--- config.mk ---
export PLATFORM = sky130hd
export DESIGN_NAME = qc_arbiter
export DESIGN_NICKNAME = d
export VERILOG_FILES = /design/src/rtl/qc_arbiter.sv
export SDC_FILE = /design/constraint.sdc
export NUM_CORES = 1
export LEC_CHECK = 0
export ABC_CLOCK_PERIOD_IN_PS = 2200
export CORE_AREA = 3 3 59 61
export DETAILED_ROUTE_END_ITERATION = 7
export DIE_AREA = 0 0 62 64
export GPL_TIMING_DRIVEN = 0
export PLACE_DENSITY = 0.76
export SYNTH_ARGS = -nofsm -noshare
export SYNTH_HDL_FRONTEND = slang
export SYNTH_SLANG_ARGS = --single-unit
--- constraint.sdc ---
create_clock -name CLK -period 2.2 [get_ports CLK]
set_clock_uncertainty 0.15 [all_clocks]
set_input_delay 0.44 -clock CLK [delete_from_list [all_inputs] [get_ports CLK]]
set_output_delay 0.44 -clock CLK [all_outputs]
set_load 0.01 [all_outputs]
--- src/rtl/qc_arbiter.sv ---
// qc_arbiter -- round-robin feeder arbiter for a single inspection cell.
//
// Two feeder conveyors (A, B) compete for one inspection cell. A piece is
// fed, inspected, driven out, and the exit sensor must clear before the
// next piece is admitted. Pass/reject totals are kept in saturating
// 8-bit counters.
//
// Ports:
//   CLK            rising-edge clock
//   RST            synchronous active-high reset
//   REQA/REQB      piece waiting at feeder A / B
//   DCE/DCS        piece at cell entry / cell exit
//   POK/PNOK       inspection verdict (POK wins when both are high)
//   MA/MB/Ms       feeder A, feeder B and exit motors
//   GA/GB          grant indicators (one-hot or idle)
//   Lok/Lnok       result lamps
//   OKCNT/NOKCNT   saturating pass/reject counters
//   FAULT          watchdog fault flag
//
// Optional feature: define QC_ARBITER_TIMEOUT_EN to add a watchdog that
// moves the FSM to a latched FAULT state when FEED, INSPECT or EXIT lasts
// TMO cycles. Without it, FAULT is tied to 0 and the FSM waits forever.
// All outputs come straight from flops.

module qc_arbiter #(
    parameter logic [15:0] TMO = 16'd1000
) (
    input  logic       CLK,
    input  logic       RST,
    input  logic       REQA,
    input  logic       REQB,
    input  logic       DCE,
    input  logic       POK,
    input  logic       PNOK,
    input  logic       DCS,
    output logic       MA,
    output logic       MB,
    output logic       Ms,
    output logic       GA,
    output logic       GB,
    output logic       Lok,
    output logic       Lnok,
    output logic [7:0] OKCNT,
    output logic [7:0] NOKCNT,
    output logic       FAULT
);

    typedef enum logic [2:0] {
        S_IDLE    = 3'd0,
        S_FEED    = 3'd1,
        S_INSPECT = 3'd2,
        S_EXIT    = 3'd3,
        S_CLEAR   = 3'd4
`ifdef QC_ARBITER_TIMEOUT_EN
        ,S_FAULT  = 3'd5
`endif
    } state_t;

    state_t     state, state_n;
    logic       ga, gb, ma, mb, ms, lok, lnok, flt;
    logic       ga_n, gb_n, ma_n, mb_n, ms_n, lok_n, lnok_n, flt_n;
    logic [7:0] okcnt, nokcnt, okcnt_n, nokcnt_n;
    // Last-served feeder: 0 = A, 1 = B. Reset to B so A wins the first tie.
    logic       last_b, last_b_n;
    logic       pick_a;

`ifdef QC_ARBITER_TIMEOUT_EN
    logic [15:0] wdog, wdog_n;
    logic        timed;
    logic        tmo_hit;
`else
    logic        unused_tmo;
    assign unused_tmo = ^TMO;
`endif

    // A wins when it is the only requester, or on a tie when B went last.
    assign pick_a = REQA && (!REQB || last_b);

    always_comb begin
        state_n  = state;
        ga_n     = ga;
        gb_n     = gb;
        ma_n     = ma;
        mb_n     = mb;
        ms_n     = ms;
        lok_n    = lok;
        lnok_n   = lnok;
        flt_n    = flt;
        okcnt_n  = okcnt;
        nokcnt_n = nokcnt;
        last_b_n = last_b;

        case (state)
            S_IDLE: begin
                if (REQA || REQB) begin
                    state_n = S_FEED;
                    ga_n    = pick_a;
                    ma_n    = pick_a;
                    gb_n    = !pick_a;
                    mb_n    = !pick_a;
                end
            end
            S_FEED: begin
                if (DCE) begin
                    state_n = S_INSPECT;
                    ma_n    = 1'b0;
                    mb_n    = 1'b0;
                end
            end
            S_INSPECT: begin
                if (POK) begin
                    state_n = S_EXIT;
                    lok_n   = 1'b1;
                    ms_n    = 1'b1;
                    if (okcnt != 8'hFF) okcnt_n = okcnt + 8'd1;
                end else if (PNOK) begin
                    state_n = S_EXIT;
                    lnok_n  = 1'b1;
                    ms_n    = 1'b1;
                    if (nokcnt != 8'hFF) nokcnt_n = nokcnt + 8'd1;
                end
            end
            S_EXIT: begin
                if (DCS) begin
                    state_n = S_CLEAR;
                    ms_n    = 1'b0;
                end
            end
            S_CLEAR: begin
                // Piece must fully leave the exit sensor before re-arming.
                if (!DCS) begin
                    state_n  = S_IDLE;
                    lok_n    = 1'b0;
                    lnok_n   = 1'b0;
                    ga_n     = 1'b0;
                    gb_n     = 1'b0;
                    last_b_n = gb;
                end
            end
`ifdef QC_ARBITER_TIMEOUT_EN
            S_FAULT: begin
                // Latched until reset; hold grants, lamps and counters.
                ma_n  = 1'b0;
                mb_n  = 1'b0;
                ms_n  = 1'b0;
                flt_n = 1'b1;
            end
`endif
            default: begin
                state_n  = S_IDLE;
                ga_n     = 1'b0;
                gb_n     = 1'b0;
                ma_n     = 1'b0;
                mb_n     = 1'b0;
                ms_n     = 1'b0;
                lok_n    = 1'b0;
                lnok_n   = 1'b0;
                flt_n    = 1'b0;
                okcnt_n  = 8'd0;
                nokcnt_n = 8'd0;
            end
        endcase

`ifdef QC_ARBITER_TIMEOUT_EN
        // Timeout overrides any same-cycle normal transition.
        if (tmo_hit) begin
            state_n  = S_FAULT;
            ma_n     = 1'b0;
            mb_n     = 1'b0;
            ms_n     = 1'b0;
            flt_n    = 1'b1;
            ga_n     = ga;
            gb_n     = gb;
            lok_n    = lok;
            lnok_n   = lnok;
            okcnt_n  = okcnt;
            nokcnt_n = nokcnt;
            last_b_n = last_b;
        end
`endif
    end

`ifdef QC_ARBITER_TIMEOUT_EN
    assign timed   = (state == S_FEED) || (state == S_INSPECT) || (state == S_EXIT);
    assign tmo_hit = timed && (wdog == TMO - 16'd1);

    always_comb begin
        wdog_n = 16'd0;
        if (timed && (state_n == state)) wdog_n = wdog + 16'd1;
    end

    always_ff @(posedge CLK) begin
        if (RST) wdog <= 16'd0;
        else     wdog <= wdog_n;
    end
`endif

    always_ff @(posedge CLK) begin
        if (RST) begin
            state  <= S_IDLE;
            ga     <= 1'b0;
            gb     <= 1'b0;
            ma     <= 1'b0;
            mb     <= 1'b0;
            ms     <= 1'b0;
            lok    <= 1'b0;
            lnok   <= 1'b0;
            flt    <= 1'b0;
            okcnt  <= 8'd0;
            nokcnt <= 8'd0;
            last_b <= 1'b1;
        end else begin
            state  <= state_n;
            ga     <= ga_n;
            gb     <= gb_n;
            ma     <= ma_n;
            mb     <= mb_n;
            ms     <= ms_n;
            lok    <= lok_n;
            lnok   <= lnok_n;
            flt    <= flt_n;
            okcnt  <= okcnt_n;
            nokcnt <= nokcnt_n;
            last_b <= last_b_n;
        end
    end

    assign GA     = ga;
    assign GB     = gb;
    assign MA     = ma;
    assign MB     = mb;
    assign Ms     = ms;
    assign Lok    = lok;
    assign Lnok   = lnok;
    assign FAULT  = flt;
    assign OKCNT  = okcnt;
    assign NOKCNT = nokcnt;

endmodule
==> Yosys cells after proc, flatten, opt, wreduce, memory -nomap -nowiden <==
Cells that the tools add are included.
{ "word_totals": {"word_cells": 85, "in_bits": 8, "reg_bits": 27} }
{ "op_classes": {"n_mux": 30, "n_reduce_logical": 20, "n_bitwise": 6, "addsub": 2, "n_eq_ne": 16} }
{ "op_table": {"columns": ["cell", "count"], "rows": [
  ["8-bit two-way mux", 5],
  ["8-bit case mux with 2 select lines", 2],
  ["1-bit case mux with 3 select lines", 7],
  ["3-bit two-way mux", 6],
  ["2-bit inequality test, second input constant", 9],
  ["8-bit by 1-bit adder with 8-bit output, second input constant", 2],
  ["8-bit inequality test, second input constant", 2],
  ["3-bit case mux with 5 select lines", 1],
  ["3-bit AND reduction", 5],
  ["3-bit OR reduction", 4],
  ["1-bit two-way mux", 9],
  ["4-bit AND reduction", 2],
  ["3-bit by 2-bit == test with 1-bit output, second input constant", 2],
  ["1-bit inverter", 6],
  ["5-bit AND reduction", 1],
  ["4-bit OR reduction", 1],
  ["3-bit by 1-bit == test with 1-bit output, second input constant", 1],
  ["3-bit == test, second input constant", 1],
  ["3-bit zero test", 1],
  ["3-bit inequality test, second input constant", 1],
  ["1-bit zero test", 2],
  ["1-bit logical OR", 2],
  ["2-bit AND reduction", 1],
  ["1-bit logical AND", 1]
]} }

==> Logic depth before layout (Yosys ltp) <==
{ "logic_depth": {"ltp_word": 6, "mapped_depth": 6, "depth_no_buf": 5} }

==> Least setup slack after synthesis <==
OpenSTA, ideal clock, no wires.
{ "synth_path": {"path_kind": "input -> register", "from": "input RST", "to": "register nokcnt[4] (netlist: NOKCNT[4])", "stages": 6, "path_slack_ps": 228, "path_buffers": 2, "arrival_ps": 1747, "setup_time_ps": 74, "path_cell_list": "buf_2 -> or4b_4 -> buf_6 -> a311oi_4 -> a21oi_2 -> a31oi_2"} }
{ "synth_rtl": {"columns": ["element", "line", "rtl"], "rows": [
  ["start, declared", "29", "input logic RST,"],
  ["end signal, assigned", "223", "nokcnt <= nokcnt_n;"],
  ["end, declared", "62", "logic [7:0] okcnt, nokcnt, okcnt_n, nokcnt_n;"]
]} }

==> Final worst setup path <==
{ "layout_path": {"from": "register nokcnt[7] (netlist: NOKCNT[7])", "to": "output NOKCNT[7]"} }
{ "layout_rtl": {"columns": ["element", "line", "rtl"], "rows": [
  ["end, declared", "44", "output logic [7:0] NOKCNT,"]
]} }
No word-level cell between the ends.

==> impl_results.md <==
- Int Power: 0.0006475 W
- Slowest CP cell: clkdlybuf4s50_1
- Hold_sp: RST
- Core Area: 0.003028 sq mm
- Commonest non-fill, non-tap cell in the layout: clkdlybuf4s50_1
- Cell Pwr Density: 483.8 mW/mm^2
- Diodes inserted: 0
- Drt pass-1 iters: 4
- Post-layout min period: 2.001 ns
- Peak Freq: 499.8 MHz
- # setup viols final: 0
- Synth Cell Area: 0.001474 sq mm
- Global Route Usage Sum: 18.94%
- Netlist cell types: 49
- Initial DRC Count: 46
- CTS max path bufs: 2
- Met2 WL: 1589 microns
- Initial Utilization: 48.68%
- Syn nets: 182
- Post-route ant nets: 0
- Worst endpoint data arrival time: 1.41 ns
- Final non-filler cell total: 249
- Number of cells produced by synthesis: 172
- Total number of vias: 1401
- Seq/Total Area, Yosys: 36.67%
- DR vias/cell: 5.627
- DP Cell Count: 245
- Avg Inst Size Synth: 8.569 sq um
- Final core utilization: 60.95%
- Hold Buf Count CTS: 0
- Post-DP HPWL: 2599 microns
- First-pass GRT wire length: 5878 microns
- Setup crit start: NOKCNT[7]
- Clk root buf: clkbuf_4
- Worst Setup End Kind: output pin
- H-tree levels: 1
- Worst path max stage delay: 0.59 ns
- FF-to-FF setup slack: 0.22 ns
- Endpoints failing hold: 0
- Status: completed
- Maxcap violations: 0
- Synth Register Bits: 27
- Critical R2R Launch: state[2]
- Most area-consuming cells after synthesis: dfxtp_1 (37%), nand2_1 (4.8%), a21oi_1 (4.4%)
- CP cell instances: clkdlybuf4s50_1
- Setup ws final: 0.1991 ns
- Synth-to-layout area growth: 25.21%
- Remaining DRCs: 0
- Fin nets: 216
- Crit path kind: flip-flop to output pin
- Pleak: 0.6483 nW
- NetSw: 0.0002453 W
- Peak VDD IR: 0.2122 mV
- Mean routed wirelength per cell: 13.87 microns
- CP delay by family, top: buffers and inverters
- Vias in the first global route: 1295
- Clock Power Share: 25.1%
- Seq pwr share: 58.2%
- M1 WL: 1654 microns
- Highest routed layer: met4
- Final Max Tran Viols: 0
- IO buf count: 29
- Most frequent cells in the layout: clkdlybuf4s50_1 (29), dfxtp_1 (27), nand2_1 (19)
- Pre-CTS setup slack: -0.05400 ns
- Cell taking the most area after synthesis: dfxtp_1
- CTS Buf Count: 3
- Routed wl met3: 165 microns
- I/O pins: 32
- Die area: 0.003968 sq mm
- Crit start category: flip-flop
- Routed wire length: 3453 microns
- CTS clock-pin slew for the worst setup and hold paths: 0.15 ns
- Hold crit path type: input pin to flip-flop
- Cts repair resizes: 0
- RePlAce Congestion: 0.8239
- Comb power frac: 16.7%
- CTS Sinks: 27
- Largest net degree at the start of global routing: 15
- Total grt overflow: 0
- Post-synth top area share: 36.67%
- Sw Ratio: 27.47%
- Die X: 62 microns
- Crit path buf inv count: 1
- RSZ-0062 raised after global routing: false
- Ys Warns: 0
- Layout cell share with drive strength beyond 1: 8.780%
- CTS tree: built
- Fin crit share: 90.95%
- Ys async rst share: 0%
- Most used DFF post-synth: dfxtp_1
- Die H: 64 microns
- Clock Latency Late Sink: 0.33 ns
- Initial antenna violation count: 0
- Setup bufs post-CTS: 0
- Critical Path RT: 1.61 ns
- Row cnt: 20
- EDFF count, synth: 0
- CP max FO: 6
## cells by family (layout without fill, tap and decap cells)
kind of cell,after synthesis,after routing,share of synthesized area [%]
AOI/OAI and AO/OA,55,55,27.76
DFF,27,27,36.67
muxes,2,2,2.207
other,1,1,0.2544
buffers and inverters,17,50,5.687
adders and majority gates,2,2,1.698
and+or+nand+nor,68,68,25.72
## power groups by stage
stage | Combinational [W] | Clock (W) | Sequential (W)
6_report | 0.000149 | 0.000224 | 0.000519
5_1_grt | 0.000166 | 0.000248 | 0.000522
4_1_cts | 0.000149 | 0.000225 | 0.000520
3_5_place_dp | 0.000148 | 0 | 0.000530
3_3_place_gp | 0.000146 | 0 | 0.000529
2_1_floorplan | 0.0000855 | 0 | 0.000533
## cells in the mapped netlist (all sizes together), types with 2 or more instances
cell and n:
nand2b 5, and3 5, o22a 4, a21oi 16, o211ai 4, o21ai 8, dfxtp 27, nand2 19
a22oi 2, nand4 2, and2 4, nor2 5, nor3b 2, ha 2, a211oi 2, o21a 3
buf 5, inv 8, or2 3, and4 2, clkbuf 4, a21o 3, nor3 5, nand3 12
## metal layers
| metal | GRT usage [%] | vias up |
|---|---|---|
| met4 | 4.775 | 0 |
| met1 | 25.93 | 652 |
| met5 | 0 | - |
| met2 | 30.57 | 41 |
| met3 | 2.626 | 5 |
| li1 | - | 703 |
## final timing paths
check                    to  depth (start not counted)
setup / recovery  NOKCNT[7]                          1
hold / removal     state[1]                          2
setup reg to reg  NOKCNT[2]                          6
hold reg to reg          GA                          2
## registers in the layout, indices dropped and copies added (netlist names)
register  flops
Ms            1
NOKCNT        8
MA            1
Lnok          1
last_b        1
GB            1
OKCNT         8
GA            1
Lok           1
MB            1
state         3
## stage by stage
| stage | power [W] | setup TNS (ns) | instance area, sq um | hold WS [ns] |
|---|---|---|---|---|
| after global routing | 0.0009361 | 0 | 1846 | 0.2669 |
| final | 0.0008928 | 0 | 1846 | 0.2704 |
| after detailed placement | 0.0006782 | -0.07540 | 1819 | 0.2953 |
| after global placement | 0.0006751 | -0.03473 | 1819 | 0.2940 |
| after CTS | 0.0008938 | 0 | 1846 | 0.2713 |
| after floorplan | 0.0006188 | 0 | 1474 | 0.3041 |
## final cells by class
type	instances	area [sq um]
buffer	9	53.80
clock buffer	4	26.28
fill	281	1182
inverter	8	30.03
multi-input combinational	128	849.6
sequential	27	540.5
tap	44	55.05
timing repair buffer	29	290.3
Note: power is estimated with default switching activity, not from simulation.
